### src/rtl/d_ext_ctrl.sv
// F/D stage register for the P7 core: captures the fetched instruction, decodes the
// immediate-extension mode and raises reserved-instruction on illegal encodings.
module d_ext_ctrl (
    input  logic        clk,
    input  logic        reset,
    input  logic [31:0] F_instr,
    input  logic [31:0] F_pc,
    input  logic [4:0]  F_excCode,
    input  logic        F_BD,
    input  logic        D_stall,
    input  logic        D_flush,
    input  logic        Req,
    output logic [31:0] D_instr,
    output logic [31:0] D_pc,
    output logic [15:0] D_imm16,
    output logic [1:0]  D_EXTOp,
    output logic [4:0]  D_excCode,
    output logic        D_BD,
    output logic        D_valid
);
    localparam logic [31:0] PC_RESET = 32'h0000_3000;
    localparam logic [31:0] PC_EXC   = 32'h0000_4180;
    localparam logic [4:0]  EXC_RI   = 5'd10;

    localparam logic [1:0] EXT_ZERO = 2'd0;
    localparam logic [1:0] EXT_SIGN = 2'd1;
    localparam logic [1:0] EXT_LUI  = 2'd2;

    localparam logic [5:0] OP_SPECIAL = 6'b000000;
    localparam logic [5:0] OP_COP0    = 6'b010000;
    localparam logic [5:0] OP_J       = 6'b000010;
    localparam logic [5:0] OP_JAL     = 6'b000011;
    localparam logic [5:0] OP_BEQ     = 6'b000100;
    localparam logic [5:0] OP_BNE     = 6'b000101;
    localparam logic [5:0] OP_ADDI    = 6'b001000;
    localparam logic [5:0] OP_ANDI    = 6'b001100;
    localparam logic [5:0] OP_ORI     = 6'b001101;
    localparam logic [5:0] OP_LUI     = 6'b001111;
    localparam logic [5:0] OP_LB      = 6'b100000;
    localparam logic [5:0] OP_LH      = 6'b100001;
    localparam logic [5:0] OP_LW      = 6'b100011;
    localparam logic [5:0] OP_SB      = 6'b101000;
    localparam logic [5:0] OP_SH      = 6'b101001;
    localparam logic [5:0] OP_SW      = 6'b101011;

    logic [31:0] instr, pc;
    logic [4:0]  exc_f;
    logic        bd, valid;

    // Req outranks stall so an exception can never be swallowed by a held stage.
    always_ff @(posedge clk or negedge reset) begin
        if (!reset) begin
            instr <= '0;
            pc    <= PC_RESET;
            exc_f <= '0;
            bd    <= 1'b0;
            valid <= 1'b0;
        end else if (Req) begin
            instr <= '0;
            pc    <= PC_EXC;
            exc_f <= '0;
            bd    <= 1'b0;
            valid <= 1'b0;
        end else if (D_stall) begin
            instr <= instr;
            pc    <= pc;
            exc_f <= exc_f;
            bd    <= bd;
            valid <= valid;
        end else if (D_flush) begin
            instr <= '0;
            pc    <= F_pc;
            exc_f <= '0;
            bd    <= 1'b0;
            valid <= 1'b0;
        end else begin
            instr <= F_instr;
            pc    <= F_pc;
            exc_f <= F_excCode;
            bd    <= F_BD;
            valid <= 1'b1;
        end
    end

    logic [5:0] op, fn;
    logic [4:0] rs;
    logic       legal;

    assign op = instr[31:26];
    assign rs = instr[25:21];
    assign fn = instr[5:0];

    always_comb begin
        D_EXTOp = EXT_ZERO;
        case (op)
            OP_LUI:  D_EXTOp = EXT_LUI;
            OP_ADDI, OP_LB, OP_LH, OP_LW, OP_SB, OP_SH, OP_SW,
            OP_BEQ, OP_BNE: D_EXTOp = EXT_SIGN;
            default: D_EXTOp = EXT_ZERO;
        endcase
    end

    always_comb begin
        legal = 1'b0;
        case (op)
            OP_SPECIAL: begin
                case (fn)
                    6'b100000, 6'b100010, 6'b100100, 6'b100101,
                    6'b101010, 6'b101011, 6'b011000, 6'b011001,
                    6'b011010, 6'b011011, 6'b010000, 6'b010010,
                    6'b010001, 6'b010011, 6'b001000, 6'b001100: legal = 1'b1;
                    default: legal = 1'b0;
                endcase
            end
            OP_COP0: legal = (rs == 5'b00000) || (rs == 5'b00100) ||
                             (rs == 5'b10000 && fn == 6'b011000);
            OP_J, OP_JAL, OP_BEQ, OP_BNE, OP_ADDI, OP_ANDI, OP_ORI, OP_LUI,
            OP_LB, OP_LH, OP_LW, OP_SB, OP_SH, OP_SW: legal = 1'b1;
            default: legal = 1'b0;
        endcase
        // A nop encodes as SPECIAL/sll, which isn't in the table above.
        if (instr == 32'd0) legal = 1'b1;
    end

    always_comb begin
        D_excCode = 5'd0;
        if (exc_f != 5'd0)
            D_excCode = exc_f;
        else if (valid && !legal)
            D_excCode = EXC_RI;
    end

    assign D_instr = instr;
    assign D_pc    = pc;
    assign D_imm16 = instr[15:0];
    assign D_BD    = bd;
    assign D_valid = valid;
endmodule

### config.mk
export PLATFORM = sky130hd
export DESIGN_NAME = d_ext_ctrl
export DESIGN_NICKNAME = d
export VERILOG_FILES = /design/src/rtl/d_ext_ctrl.sv
export SDC_FILE = /design/constraint.sdc
export NUM_CORES = 1
export LEC_CHECK = 0
export ABC_CLOCK_PERIOD_IN_PS = 1800
export BUFFER_PORTS_ARGS = -buffer_cell sky130_fd_sc_hd__buf_2
export CAP_MARGIN = 20
export CORE_MARGIN = 5
export CORE_UTILIZATION = 43
export DETAILED_ROUTE_END_ITERATION = 7
export PLACE_DENSITY = 0.74
export SYNTH_ARGS = -nofsm -noshare
export SYNTH_HDL_FRONTEND = slang
export SYNTH_SLANG_ARGS = --single-unit
### constraint.sdc
create_clock -name clk -period 1.8 [get_ports clk]
set_input_delay 0.09 -clock clk [delete_from_list [all_inputs] [get_ports clk]]
set_output_delay 0.09 -clock clk [all_outputs]
set_load 0.005 [all_outputs]
Word-level counts from Yosys, hierarchy flattened
Memory sizes are Yosys's and may differ from the RTL's.
Cells that the tools add are included.

word-level totals
  bits in registers = 71
  bits in read-only memories = 64
  input bits = 75
  word-level logic and storage cells = 55
  memories kept = 1

cells by class
  equal/unequal tests = 19
  muxes and demuxes = 19
  reductions and logical operators = 11

memory list
  memory            words  bits a word  read ports  clocked after Yosys merged registers in  wr ports  RTL line  RTL
  (name not given)  64     1            1           0                                        0         107       case (fn)

operators with widths
  kind                                           count
  two-way mux 32 bit                             5
  == test 6 bit, second input constant           6
  logical NOT 32 bit                             1
  == test 6 x 4 -> 1 bit, second input constant  4
  two-way mux 5 bit                              4
  OR reduction 14 bit                            1
  == test 6 x 2 -> 1 bit, second input constant  2
  == test 6 x 3 -> 1 bit, second input constant  2
  == test 6 x 5 -> 1 bit, second input constant  2
  OR reduction 9 bit                             1
  two-way mux 1 bit                              7
  logical NOT 6 bit                              1
  == test 5 x 3 -> 1 bit, second input constant  1
  == test 5 bit, second input constant           1
  logical NOT 5 bit                              1
  nonzero test 5 bit                             1
  two-way mux 4 bit                              1
  case mux 2 bit (2 select lines)                1
  case mux 1 bit (3 select lines)                1
  logical AND 1 bit                              2
  logical OR 1 bit                               2
  != test 2 x 1 -> 1 bit, second input constant  1
  logical NOT 1 bit                              1

Longest topological paths before layout
  word-level depth = 9
  mapped depth = 6

Worst setup path before layout
Ideal clock, no wire load.

  kind = register -> output
  from = register instr[1] (netlist: D_instr[1])
  to = output port D_excCode[1]
  arrival = 1.477 ns
  required time = 1.710 ns
  setup slack = 0.233 ns
  cell stages (with the launch flop) = 6
  buffers on the path = 0
  path through = dfrtp_1 or4_4 nor4_2 o2111ai_1 nand4b_1 o21bai_1

between the ends
  longest elaborated chain between the ends = 9

RTL lines
  item                                                                         RTL line  RTL
  from (decl)                                                                  46        logic [31:0] instr, pc;
  from (signal assigned)                                                       65        instr <= instr;
  from (signal assigned)                                                       77        instr <= F_instr;
  parallel branches: the longest is 4 deep, another holds memory (64 x 1 bit)  --
  two-way mux 1 bit *                                                          122       if (instr == 32'd0) legal = 1'b1;
  logical NOT 1 bit *                                                          129       else if (valid && !legal)
  logical AND 1 bit *                                                          129
  two-way mux 4 bit *                                                          129
  two-way mux 5 bit *                                                          127       if (exc_f != 5'd0)
  to (decl)                                                                    17        output logic [4:0] D_excCode,

Every way passes the cells marked *.

Worst setup path after layout
Same ends and word-level chain as after synthesis.

==> flow_metrics.env <==
export IMPL_ys_flop_type="dfrtp_1"
export IMPL_wirelength_mm=9.61
export IMPL_finalNonFillerCells=575
export IMPL_dp_worst_setup_slack_ps=31.6
export IMPL_full_die_area_sq_mm=0.00897
export IMPL_globalRouteTotalUtil_pct=21.8
export IMPL_largest_stage_delay_on_the_critical_path_ps=550
export IMPL_met2_usage_pct=38.9
export IMPL_global_route_usage_met3_pct=3.82
export IMPL_switch_share_pct=24.4
export IMPL_hold_viol_final=0
export IMPL_power_frac_comb_pct=15.8
export IMPL_filler_cell_count=527
export IMPL_std_cell_rows=30
export IMPL_netlist_area_sq_mm=0.00309
export IMPL_cts_buffers=9
export IMPL_tightest_slew_ps=909
export IMPL_initialDrtViolationCount=132
export IMPL_p_seq_share_pct=46.5
export IMPL_maxSlewHeadroom_pct=39.3
export IMPL_cellLeakagePower_nw=2.63
export IMPL_clkSlewWorstSetupHoldPaths_ps=70
export IMPL_critPathKind="reg -> out"
export IMPL_grt_overflow_total=0
export IMPL_synth_warnings=0
export IMPL_antenna_left=0
export IMPL_grt_max_degree=40
export IMPL_insertion_delay_ps=330
export IMPL_ys_seq_area_share_pct=57.6
export IMPL_buffer_ports_inserted=163
export IMPL_finalCoreUtilization_pct=69.8
export IMPL_wire_per_inst_microns=16.7
export IMPL_synth_area_per_cell_sq_um=11.9
export IMPL_drv_slew=0
export IMPL_worstHoldPathType="in -> reg"
export IMPL_die_height_microns=94.7
export IMPL_detail_route_drc_violations=0
export IMPL_antenna_found_initial=0
export IMPL_cts_path_max_buffers=2
export IMPL_post_synth_inst_count=259
export IMPL_critical_path_endpoint_type="output port"
export IMPL_num_vias=2883
export IMPL_synth_edff_count=0
export IMPL_fin_crit_sh_pct=114
export IMPL_synthDistinctLibCells=35
export IMPL_final_instance_area_sq_mm=0.00482
export IMPL_io_pins=164
export IMPL_max_freq_mhz=489
export IMPL_initial_core_util_pct=44.7
export IMPL_yosys_area_top_type="dfrtp_1"
export IMPL_cts_max_level=3
export IMPL_synthMostInstantiatedCell="dfrtp_1"
export IMPL_tritoncts_num_sinks=71
export IMPL_areaGrowthSynthToFinish_pct=56.2
export IMPL_status="finished with violations"
export IMPL_design_power_total_mw=3.73
export IMPL_post_synth_most_frequent_cells="dfrtp_1, a22o_1, nor2_1, mux2i_1, buf_4"
export IMPL_core_area_sq_mm=0.00691
export IMPL_area_share_of_the_largest_cell_type_after_synthesis_pct=55.9
export IMPL_horizontal_die_dimension_microns=94.7
export IMPL_dp_hpwl_mm=6.35
export IMPL_detailedRoute_firstPassIterationCount=4
export IMPL_ys_ff_latch=71
export IMPL_syn_nets=334
export IMPL_setup_worst_path_start_class="flip-flop"
export IMPL_final_layout_size_suffix_gt1_share_pct=42.7
export IMPL_vias_in_the_first_global_route=3098
export IMPL_power_internal_mw=2.82
export IMPL_worst_endpoint_arrival_ps=1960
export IMPL_path_max_fanout=2
export IMPL_worst_clock_skew_ps=0
export IMPL_violations_in_the_final_reports="setup timing"
export IMPL_avg_vias_per_cell=5.01
export IMPL_groute_layer_met1_usage_pct=25.3
export IMPL_gp_routability_congestion=0.831
export IMPL_peak_usage_layer_in_the_global_routing_report="met2"
export IMPL_cellPowerDensity_mw_per_mm2=773
export IMPL_crit_slowest_cell="or4_4"
export IMPL_cell_breakdown_of_the_critical_path="or4_4 -> nor3_2 -> nand4_1 -> a31oi_2 -> o21bai_1 -> buf_2"
export IMPL_final_nets=548
export IMPL_tritoncts="built"
export IMPL_postLayoutSetupSlackWorst_ps=-246
export IMPL_yosys_top_cells_area="dfrtp_1, a22o_1, mux2i_1"
export IMPL_required_ps=1710
export IMPL_timing_final_setup_violations=2
export IMPL_async_reset_ff_share_pct=100
export IMPL_numPlacedInstances=493
export IMPL_clock_root_buffer="clkbuf_8"
export IMPL_power_share_clock_pct=37.7
export IMPL_max_cap_violations=0
export IMPL_rsz0062_at_grt="true"
export IMPL_period_needed_ps=2050
export IMPL_total_switching_power_mw=0.909
export IMPL_global_route_wire_length_before_repair_mm=15.1
export IMPL_maximum_vdd_ir_drop_v=0.000445
export IMPL_detailed_place_area_sq_mm=0.00393
[worst max-delay path, delay by kind of cell (launching register included)]
kind | cells | cell delay, ps
compound gates | 2 | 310
buf+inv | 1 | 130
flops | 1 | 380
simple gates | 3 | 810
[layer usage]
layer  wire, microns  share of wire (%)
met1            3720                 39
met2            5080                 53
met3             572                6.0
met4             238                2.5
met5               0                  0
[registers in the layout (all words and copies together) (netlist names)]
register	flops
D_instr	32
D_valid	1
D_BD	1
D_pc	32
exc_f	5
[final timing paths]
| kind | from | end | slack [ps] | cells after the start |
|---|---|---|---|---|
| setup / recovery | D_instr[1] | D_excCode[1] | -250 | 6 |
| hold / removal | F_instr[0] | D_instr[0] | 20 | 2 |
| setup reg to reg | D_pc[22] | D_pc[22] | 570 | 3 |
| hold reg to reg | D_pc[14] | D_pc[14] | 500 | 1 |
| max in group asynchronous | reset | D_pc[24] | 980 | 3 |
| min in group asynchronous | reset | D_pc[11] | 250 | 2 |
[per-stage QoR]
stage / hold WS, ps / setup TNS, ps
after floorplan: -206 / 0
after global placement: 93.3 / 0
after detailed placement: 95.3 / 0
after CTS: 6.27 / -613
after global routing: 23.9 / -737
final: 23.2 / -491
[cell families after synthesis]
kind of cell           after synthesis  share of synthesized area, %
flip-flops                          71                          57.6
AND/OR/NAND/NOR                     66                          11.2
AO/OA/AOI/OAI                       55                          14.8
buffers and inverters               38                          6.89
multiplexers                        29                          9.40
[power by group through the flow]
stage	combinational (mW)	clock [mW]	sequential, mW
4_1_cts	0.586	1.44	1.73
6_report	0.589	1.41	1.73
3_3_place_gp	0.462	0	1.76
2_1_floorplan	0.218	0	1.76
3_5_place_dp	0.471	0	1.76
5_1_grt	0.646	1.51	1.74
[area by class of cell]
class	count	area (sq um)	area share, %
sequential	71	1780	36.9
antenna	1	2.50	0.0519
timing repair buffer	240	1570	32.5
clock buffer	11	141	2.93
multi-input combinational	150	1120	23.3
clock inverter	5	81.3	1.69
inverter	1	3.75	0.0779
tap	96	120	2.49
[placed cells by master, fill, tap and decap left out, types with 2 or more instances in the layout]
cell	instances
o21bai_1	3
dfstp_2	2
nor2_1	34
mux2i_1	29
dlygate4sd3_1	63
buf_2	162
nor3_2	2
bufinv_16	2
nor4_1	7
nand2b_1	2
a21oi_1	4
a22o_1	37
dfrtp_1	68
clkbuf_8	10
a211o_1	3
nor2b_1	7
buf_4	14
nand2_1	3
[repair_timing]
action | 4_1_cts | 5_1_grt
setup endpoints to repair | 3 | 3
gates resized for setup | 2 | 2
pin swaps | 1 | 1
endpoints found under the hold margin | 96 | 0
setup buffers | 2 | 0
hold buffers | 63 | 0
No activity file was read; power rests on OpenSTA's default activity.
